$ cat config.mk
export PLATFORM = sky130hd
export DESIGN_NAME = rc4_phase_sequencer
export DESIGN_NICKNAME = d
export VERILOG_FILES = /design/src/rtl/rc4_phase_sequencer.sv
export SDC_FILE = /design/constraint.sdc
export NUM_CORES = 1
export LEC_CHECK = 0
export BUFFER_PORTS_ARGS = -buffer_cell sky130_fd_sc_hd__buf_2
export CORE_ASPECT_RATIO = 1.5
export CORE_MARGIN = 1
export CORE_UTILIZATION = 50
export CTS_BUF_LIST = sky130_fd_sc_hd__clkbuf_4 sky130_fd_sc_hd__clkbuf_8 sky130_fd_sc_hd__clkbuf_16
export DETAILED_ROUTE_END_ITERATION = 8
export PLACE_DENSITY = 0.95
export SYNTH_ARGS = -nofsm -noshare
export SYNTH_HDL_FRONTEND = slang
export SYNTH_SLANG_ARGS = --single-unit
export TNS_END_PERCENT = 50
$ cat constraint.sdc
create_clock -name clk -period 5 [get_ports clk]
set_input_delay 0 -clock clk [delete_from_list [all_inputs] [get_ports clk]]
set_output_delay 0 -clock clk [all_outputs]
set_load 0.03 [all_outputs]
$ cat src/rtl/rc4_phase_sequencer.sv
// Sequences the RC4 INIT, SHUFFLE and DECRYPT engines and owns the
// single-port S-RAM write port, muxing it to whichever engine is running.
module rc4_phase_sequencer #(
    parameter int RAM_WIDTH      = 8,
    parameter int RAM_LENGTH     = 8,
    parameter int TIMEOUT_CYCLES = 4096
) (
    input  logic                  clk,
    input  logic                  reset,
    input  logic                  start,
    input  logic                  abort,
    output logic                  busy,
    output logic                  done,
    output logic                  error,
    output logic [1:0]            phase,
    output logic                  init_start,
    output logic                  shuf_start,
    output logic                  dec_start,
    input  logic                  init_finished,
    input  logic                  shuf_finished,
    input  logic                  dec_finished,
    input  logic                  init_we,
    input  logic [RAM_LENGTH-1:0] init_addr,
    input  logic [RAM_WIDTH-1:0]  init_din,
    input  logic                  shuf_we,
    input  logic [RAM_LENGTH-1:0] shuf_addr,
    input  logic [RAM_WIDTH-1:0]  shuf_din,
    input  logic                  dec_we,
    input  logic [RAM_LENGTH-1:0] dec_addr,
    input  logic [RAM_WIDTH-1:0]  dec_din,
    output logic                  ram_we,
    output logic [RAM_LENGTH-1:0] ram_addr,
    output logic [RAM_WIDTH-1:0]  ram_din
);

    typedef enum logic [3:0] {
        S_IDLE,
        S_INIT_GO,
        S_INIT_RUN,
        S_SHUF_GO,
        S_SHUF_RUN,
        S_DEC_GO,
        S_DEC_RUN,
        S_DONE,
        S_ERROR
    } state_t;

    localparam int CW = $clog2(TIMEOUT_CYCLES + 1);
    localparam logic [CW-1:0] TO_LAST = CW'(TIMEOUT_CYCLES - 1);

    state_t        state_q, state_d;
    logic [CW-1:0] cnt_q, cnt_d;
    logic          fin_prev_q, fin_prev_d;
    logic          busy_q, busy_d;
    logic          done_q, done_d;
    logic          error_q, error_d;
    logic [1:0]    phase_q, phase_d;
    logic          init_start_q, init_start_d;
    logic          shuf_start_q, shuf_start_d;
    logic          dec_start_q, dec_start_d;

    logic fin_sel;
    logic fin_edge;
    logic timed_out;

    // Finish line of the engine owning the current phase (GO and RUN).
    always_comb begin
        fin_sel = 1'b0;
        case (state_q)
            S_INIT_GO, S_INIT_RUN: fin_sel = init_finished;
            S_SHUF_GO, S_SHUF_RUN: fin_sel = shuf_finished;
            S_DEC_GO,  S_DEC_RUN:  fin_sel = dec_finished;
            default:               fin_sel = 1'b0;
        endcase
    end

    // Sampling the level during GO makes a finish already high on entry stale.
    assign fin_prev_d = fin_sel;
    assign fin_edge   = fin_sel & ~fin_prev_q;
    assign timed_out  = (cnt_q >= TO_LAST);

    always_comb begin
        state_d = state_q;
        cnt_d   = '0;
        if (abort) begin
            state_d = S_IDLE;
        end else begin
            case (state_q)
                S_IDLE, S_DONE, S_ERROR: begin
                    if (start) state_d = S_INIT_GO;
                end
                S_INIT_GO: begin
                    state_d = S_INIT_RUN;
                    cnt_d   = CW'(1);
                end
                S_SHUF_GO: begin
                    state_d = S_SHUF_RUN;
                    cnt_d   = CW'(1);
                end
                S_DEC_GO: begin
                    state_d = S_DEC_RUN;
                    cnt_d   = CW'(1);
                end
                S_INIT_RUN, S_SHUF_RUN, S_DEC_RUN: begin
                    if (fin_edge) begin
                        case (state_q)
                            S_INIT_RUN: state_d = S_SHUF_GO;
                            S_SHUF_RUN: state_d = S_DEC_GO;
                            default:    state_d = S_DONE;
                        endcase
                    end else if (timed_out) begin
                        state_d = S_ERROR;
                    end else begin
                        cnt_d = cnt_q + 1'b1;
                    end
                end
                default: state_d = S_IDLE;
            endcase
        end
    end

    // Outputs are decoded from the next state so they are registered.
    always_comb begin
        busy_d       = 1'b0;
        done_d       = 1'b0;
        error_d      = 1'b0;
        phase_d      = 2'd0;
        init_start_d = 1'b0;
        shuf_start_d = 1'b0;
        dec_start_d  = 1'b0;
        case (state_d)
            S_INIT_GO: begin
                busy_d       = 1'b1;
                phase_d      = 2'd1;
                init_start_d = 1'b1;
            end
            S_INIT_RUN: begin
                busy_d  = 1'b1;
                phase_d = 2'd1;
            end
            S_SHUF_GO: begin
                busy_d       = 1'b1;
                phase_d      = 2'd2;
                shuf_start_d = 1'b1;
            end
            S_SHUF_RUN: begin
                busy_d  = 1'b1;
                phase_d = 2'd2;
            end
            S_DEC_GO: begin
                busy_d      = 1'b1;
                phase_d     = 2'd3;
                dec_start_d = 1'b1;
            end
            S_DEC_RUN: begin
                busy_d  = 1'b1;
                phase_d = 2'd3;
            end
            S_DONE:  done_d  = 1'b1;
            S_ERROR: error_d = 1'b1;
            default: ;
        endcase
    end

    always_ff @(posedge clk or posedge reset) begin
        if (reset) begin
            state_q      <= S_IDLE;
            cnt_q        <= '0;
            fin_prev_q   <= 1'b0;
            busy_q       <= 1'b0;
            done_q       <= 1'b0;
            error_q      <= 1'b0;
            phase_q      <= 2'd0;
            init_start_q <= 1'b0;
            shuf_start_q <= 1'b0;
            dec_start_q  <= 1'b0;
        end else begin
            state_q      <= state_d;
            cnt_q        <= cnt_d;
            fin_prev_q   <= fin_prev_d;
            busy_q       <= busy_d;
            done_q       <= done_d;
            error_q      <= error_d;
            phase_q      <= phase_d;
            init_start_q <= init_start_d;
            shuf_start_q <= shuf_start_d;
            dec_start_q  <= dec_start_d;
        end
    end

    // Zero-latency port mux; abort and the finishing edge silence writes at once.
    always_comb begin
        ram_we   = 1'b0;
        ram_addr = '0;
        ram_din  = '0;
        if (!abort) begin
            case (state_q)
                S_INIT_RUN: begin
                    ram_we   = init_we & ~fin_edge;
                    ram_addr = init_addr;
                    ram_din  = init_din;
                end
                S_SHUF_RUN: begin
                    ram_we   = shuf_we & ~fin_edge;
                    ram_addr = shuf_addr;
                    ram_din  = shuf_din;
                end
                S_DEC_RUN: begin
                    ram_we   = dec_we & ~fin_edge;
                    ram_addr = dec_addr;
                    ram_din  = dec_din;
                end
                default: ;
            endcase
        end
    end

    assign busy       = busy_q;
    assign done       = done_q;
    assign error      = error_q;
    assign phase      = phase_q;
    assign init_start = init_start_q;
    assign shuf_start = shuf_start_q;
    assign dec_start  = dec_start_q;

endmodule

# After elaboration in Yosys (flattened, before gate mapping)
# Index checks and enable logic that the tools add are counted.
[totals] register_bits=26 input_bits=58 output_inout_bits=25 elab_cells=69
[op_classes] add_sub_neg=1 n_lt_le_gt_ge=1 n_eq_ne=16 muxes=24 bitwise_logic=6 reduce_logical=11
[op_table] op="one-hot mux 8 bit (3 select lines)" count=2
[op_table] op="2-to-1 mux 13 bit" count=3
[op_table] op="== test 4 x 3 -> 1 bit (second input constant)" count=8
[op_table] op="one-hot mux 13 bit (2 select lines)" count=1
[op_table] op="one-hot mux 4 bit (5 select lines)" count=1
[op_table] op="== test 4 x 2 -> 1 bit (second input constant)" count=4
[op_table] op="2-to-1 mux 4 bit" count=4
[op_table] op="2-to-1 mux 8 bit" count=2
[op_table] op="adder 13 x 1 -> 13 bit (second input constant)" count=1
[op_table] op="greater-or-equal comparator 13 x 12 -> 1 bit (second input constant)" count=1
[op_table] op="OR reduction 2 bit" count=6
[op_table] op="OR reduction 3 bit" count=3
[op_table] op="== test 4 x 1 -> 1 bit (second input constant)" count=2
[op_table] op="== test 4 bit (second input constant)" count=2
[op_table] op="2-to-1 mux 1 bit" count=7
[op_table] op="one-hot mux 1 bit (3 select lines)" count=2
[op_table] op="one-hot mux 2 bit (3 select lines)" count=1
[op_table] op="one-hot mux 3 bit (2 select lines)" count=1
[op_table] op="OR reduction 6 bit" count=1
[op_table] op="AND 1 bit" count=4
[op_table] op="logical NOT 4 bit" count=1
[op_table] op="NOT 1 bit" count=2

# Longest topological paths before layout
[logic_depth] ltp_word=10 depth_mapped=7 depth_no_buf=7

# Worst setup path before layout
# OpenSTA, ideal clock, no wires.
[synth_path] path_type="register to register" from="reg state_q[0]" to="reg cnt_q[5]" setup_time_ns=0.069 arrival_time_ns=1.887 required_time_ns=4.931 slack_ns=3.044 stages_incl_launch_ff=7 n_path_buf=3 synth_period_minus_slack_ns=1.956 path_cell_list="dfrtp_1 buf_4 or4_4 buf_6 or4_4 buf_6 nor2_2"
[synth_between] elab_chain_cells=7 word_cells_on_any_way=16 classes_between="6 x eq/ne; 4 x mux; 1 x bitwise; 5 x reduce/logical"
[synth_rtl] item="from (decl)" line="51" text="state_t state_q, state_d;"
[synth_rtl] item="from (signal assigned)" line="178" text="state_q <= state_d;"
[synth_rtl] item="== test 4 x 3 -> 1 bit (tied with other cells)" line="69, 88"
[synth_rtl] item="OR reduction 2 bit" line="69" text="case (state_q)"
[synth_rtl] item="one-hot mux 1 bit (3 select lines)" line="69"
[synth_rtl] item="AND 1 bit" line="79" text="assign fin_edge = fin_sel & ~fin_prev_q;"
[synth_rtl] item="2-to-1 mux 13 bit" line="105" text="if (fin_edge) begin"
[synth_rtl] item="one-hot mux 13 bit (2 select lines) (*)" line="88" text="case (state_q)"
[synth_rtl] item="2-to-1 mux 13 bit (*)" line="85" text="if (abort) begin"
[synth_rtl] item="named net cnt_d[5]" line="52" text="logic [CW-1:0] cnt_q, cnt_d;"
[synth_rtl] item="to (signal assigned)" line="179" text="cnt_q <= cnt_d;"
[synth_rtl] item="to (decl)" line="52"
# Mark *: on every way through the listed nets, which the timed path passes. The rest lies on a longest branch.

# Worst setup path after layout
[layout_path] from="reg state_q[1]" to="out ram_addr[6]"
[layout_between] elab_chain_cells=3 word_cells_on_any_way=5 classes_between="3 x eq/ne; 2 x mux"
[layout_rtl] item="== test 4 x 3 -> 1 bit or == test 4 x 2 -> 1 bit (tied branches)" line="197" text="case (state_q)"
[layout_rtl] item="one-hot mux 8 bit (3 select lines) (*)" line="197"
[layout_rtl] item="2-to-1 mux 8 bit (*)" line="196" text="if (!abort) begin"
[layout_rtl] item="to (decl)" line="32" text="output logic [RAM_LENGTH-1:0] ram_addr,"
# Mark *: on every way between the ends. The rest lies on a longest branch, timed or not.

==> results.sh <==
export IMPL_topRoutingLayerUsed="met4"
export IMPL_min_period_ns=2.40
export IMPL_finalMaxSlewViolations=0
export IMPL_hpwlAfterDp_microns=3620
export IMPL_cts_buffers_inserted=3
export IMPL_ctsRootBufferMaster="clkbuf_8"
export IMPL_timing_fmax_ghz=0.417
export IMPL_antenna_found_initial=0
export IMPL_fin_hold_ws_ns=0.153
export IMPL_r2r_start="state_q[1]"
export IMPL_synth_cell_type_count=47
export IMPL_cp_depth=5
export IMPL_grt_pass1_vias=1705
export IMPL_io_pins=83
export IMPL_wl_per_cell_microns=14.2
export IMPL_setup_viol=0
export IMPL_start_util=0.524
export IMPL_final_common_cell="buf_2"
export IMPL_worstSetupEndpoint="ram_addr[6]"
export IMPL_drtAntennaViolNets=0
export IMPL_syn2layout_area_growth_pct=26.8
export IMPL_critPathKind="flop to output port"
export IMPL_rows=26
export IMPL_fin_cells=323
export IMPL_crit_chain="buf_4 > nor2b_1 > a21oi_1 > nor2_1 > buf_2"
export IMPL_rsz0062_at_grt="false"
export IMPL_die_h_microns=75.3
export IMPL_cts_sinks=26
export IMPL_grt_pass1_wl_microns=7210
export IMPL_final_cell_area_sq_mm=0.00227
export IMPL_cts_htree_levels=1
export IMPL_status="completed"
export IMPL_slew_headroom=0.290
export IMPL_critical_path_top_delay_family="simple AND/OR/NAND/NOR gates"
export IMPL_fin_nets=341
export IMPL_routed_via_density=5.41
export IMPL_cts_setup_buffers=0
export IMPL_async_reset_ff_frac=1.00
export IMPL_met2_length_microns=2530
export IMPL_grt_start_max_net_pins=30
export IMPL_crit_buf_inv=2
export IMPL_grt_overflow=0
export IMPL_skew_ns=0.00416
export IMPL_power_mw=0.848
export IMPL_syn_area_per_cell_sq_um=8.78
export IMPL_grt_usage=0.256
export IMPL_io_buffers=82
export IMPL_cp_data_arrival_time_ns=2.40
export IMPL_worstSkewPairLatency_ns=0.28
export IMPL_die_x_microns=50.9
export IMPL_clk_pin_slew_ns=0.09
export IMPL_cp_slowest_cell="nor2b_1"
export IMPL_critPathLaunch="state_q[1]"
export IMPL_dp_cells=317
export IMPL_placed_cell_area_sq_mm=0.00218
export IMPL_drc=0
export IMPL_start_kind="flop"
export IMPL_drive_gt1_frac=0.391
export IMPL_yosysWarnings=0
export IMPL_r2r_slack_ns=2.71
export IMPL_rr_worst_depth=5
export IMPL_wl_met1_microns=1690
export IMPL_gp_congestion=0.998
export IMPL_maxCapViolations=0
export IMPL_drt_iter0_markers=69
export IMPL_tritoncts="yes"
export IMPL_leakage_nw=1.06
export IMPL_final_period_utilization=0.479
export IMPL_met3_wirelength_microns=238
export IMPL_mappedNetlistArea_sq_mm=0.00179
export IMPL_synthFlopType="dfrtp_1"
export IMPL_p_per_area_mw_per_mm2=374
export IMPL_worstPathRequired_ns=5.00
export IMPL_hold_class="input port to flop"
export IMPL_cts_resized=0
export IMPL_critPathMaxStageDelay_ns=0.90
export IMPL_final_setup_tns_ns=0
export IMPL_hold_viol_final=0
export IMPL_endpoint_kind="output port"
export IMPL_worstPathMaxFanout=29
export IMPL_netlist_instances=204
export IMPL_synth_edff_count=0
export IMPL_synth_nets=263
export IMPL_clk_path_buf_depth=2
export IMPL_ys_seq_elements=26
export IMPL_cts_hold_fix_buffers=2
export IMPL_core_area_sq_mm=0.00342
export IMPL_drt_pass1_iterations=4
export IMPL_diodes=0
export IMPL_via_count=1747
export IMPL_layout_common_cells="82 x buf_2, 46 x nor2_1, 26 x dfrtp_1"
export IMPL_reg2reg_to="cnt_q[0]"
export IMPL_drt_total_wl_microns=4600
export IMPL_tightest_slew_ns=1.06
export IMPL_die_area_sq_mm=0.00383
export IMPL_ys_seq_area_frac=0.363
export IMPL_peakVddDrop_uv=302
==> worst min-delay path: stages <==
cell,delay [ns]
buf_2,0.13
a221oi_4,0.11
nor2_1,0.14
==> power breakdown <==
group	internal (mW)	switching, mW	leakage, nW
combinational	0.147	0.248	0.668
clock	0.107	0.0684	0.0357
sequential	0.242	0.0353	0.354
==> state kept, by name (all words and copies together) (netlist names) <==
name / cells
error: 1
state_q: 4
fin_prev_q: 1
shuf_start: 1
busy: 1
dec_start: 1
cnt_q: 13
done: 1
init_start: 1
phase: 2
==> how the worst min path moves through the flow <==
| stage | slack [ns] | from | cells past startpoint | endpoint |
|---|---|---|---|---|
| final | 0.15 | start | 3 | state_q[0] |
| after global routing | 0.18 | dec_finished | 4 | fin_prev_q |
| after CTS | 0.13 | start | 3 | state_q[0] |
| after detailed placement | 0.24 | abort | 2 | state_q[3] |
| after global placement | 0.24 | abort | 2 | state_q[3] |
| after floorplan | 0.04 | reset | 1 | busy |
==> layout make-up <==
class / count / area, sq um
inverter: 5 / 18.8
multi-input combinational: 161 / 1040
clock buffer: 3 / 41.3
sequential: 26 / 651
timing repair buffer: 85 / 438
clock inverter: 1 / 30.0
fill: 285 / 1140
tap: 42 / 52.6
==> metal layers <==
| metal | vias to the layer above | track usage |
|---|---|---|
| met5 | - | 0 |
| met2 | 85 | 0.499 |
| li1 | 853 | - |
| met1 | 797 | 0.258 |
| met3 | 12 | 0.0399 |
| met4 | 0 | 0.136 |
==> synthesized netlist by cell type (2+ instances only) <==
cell / instances / area (sq um)
nor2_1: 46 / 173
dfrtp_1: 26 / 651
a21oi_1: 20 / 100
mux2i_1: 17 / 170
nor2_2: 11 / 68.8
xnor2_1: 7 / 61.3
nand2_1: 6 / 22.5
nand3_1: 6 / 30.0
nor3_1: 6 / 30.0
xor2_1: 6 / 52.6
inv_1: 4 / 15.0
and3_1: 3 / 18.8
buf_4: 3 / 22.5
buf_6: 3 / 33.8
clkbuf_1: 3 / 11.3
buf_2: 2 / 10.0
nand4_1: 2 / 12.5
nor2b_1: 2 / 12.5
nor3_2: 2 / 20.0
or4_4: 2 / 22.5
==> cells by family after synthesis <==
| family | synth area share |
|---|---|
| muxes | 0.101 |
| other | 0.00209 |
| buffers and inverters | 0.0559 |
| xor gates and xnor gates | 0.0636 |
| DFF | 0.363 |
| AOI/OAI and AO/OA | 0.124 |
| adders and majority gates | 0.00699 |
| and+or+nand+nor | 0.282 |
==> metrics by stage <==
step                      worst slack [ns]  utilization
after floorplan                       3.04            -
after global placement                2.79        0.638
after detailed placement              2.74        0.638
after CTS                             2.63        0.665
after global routing                  2.40        0.665
final                                 2.60        0.665
(Power assumes the default switching activity.)
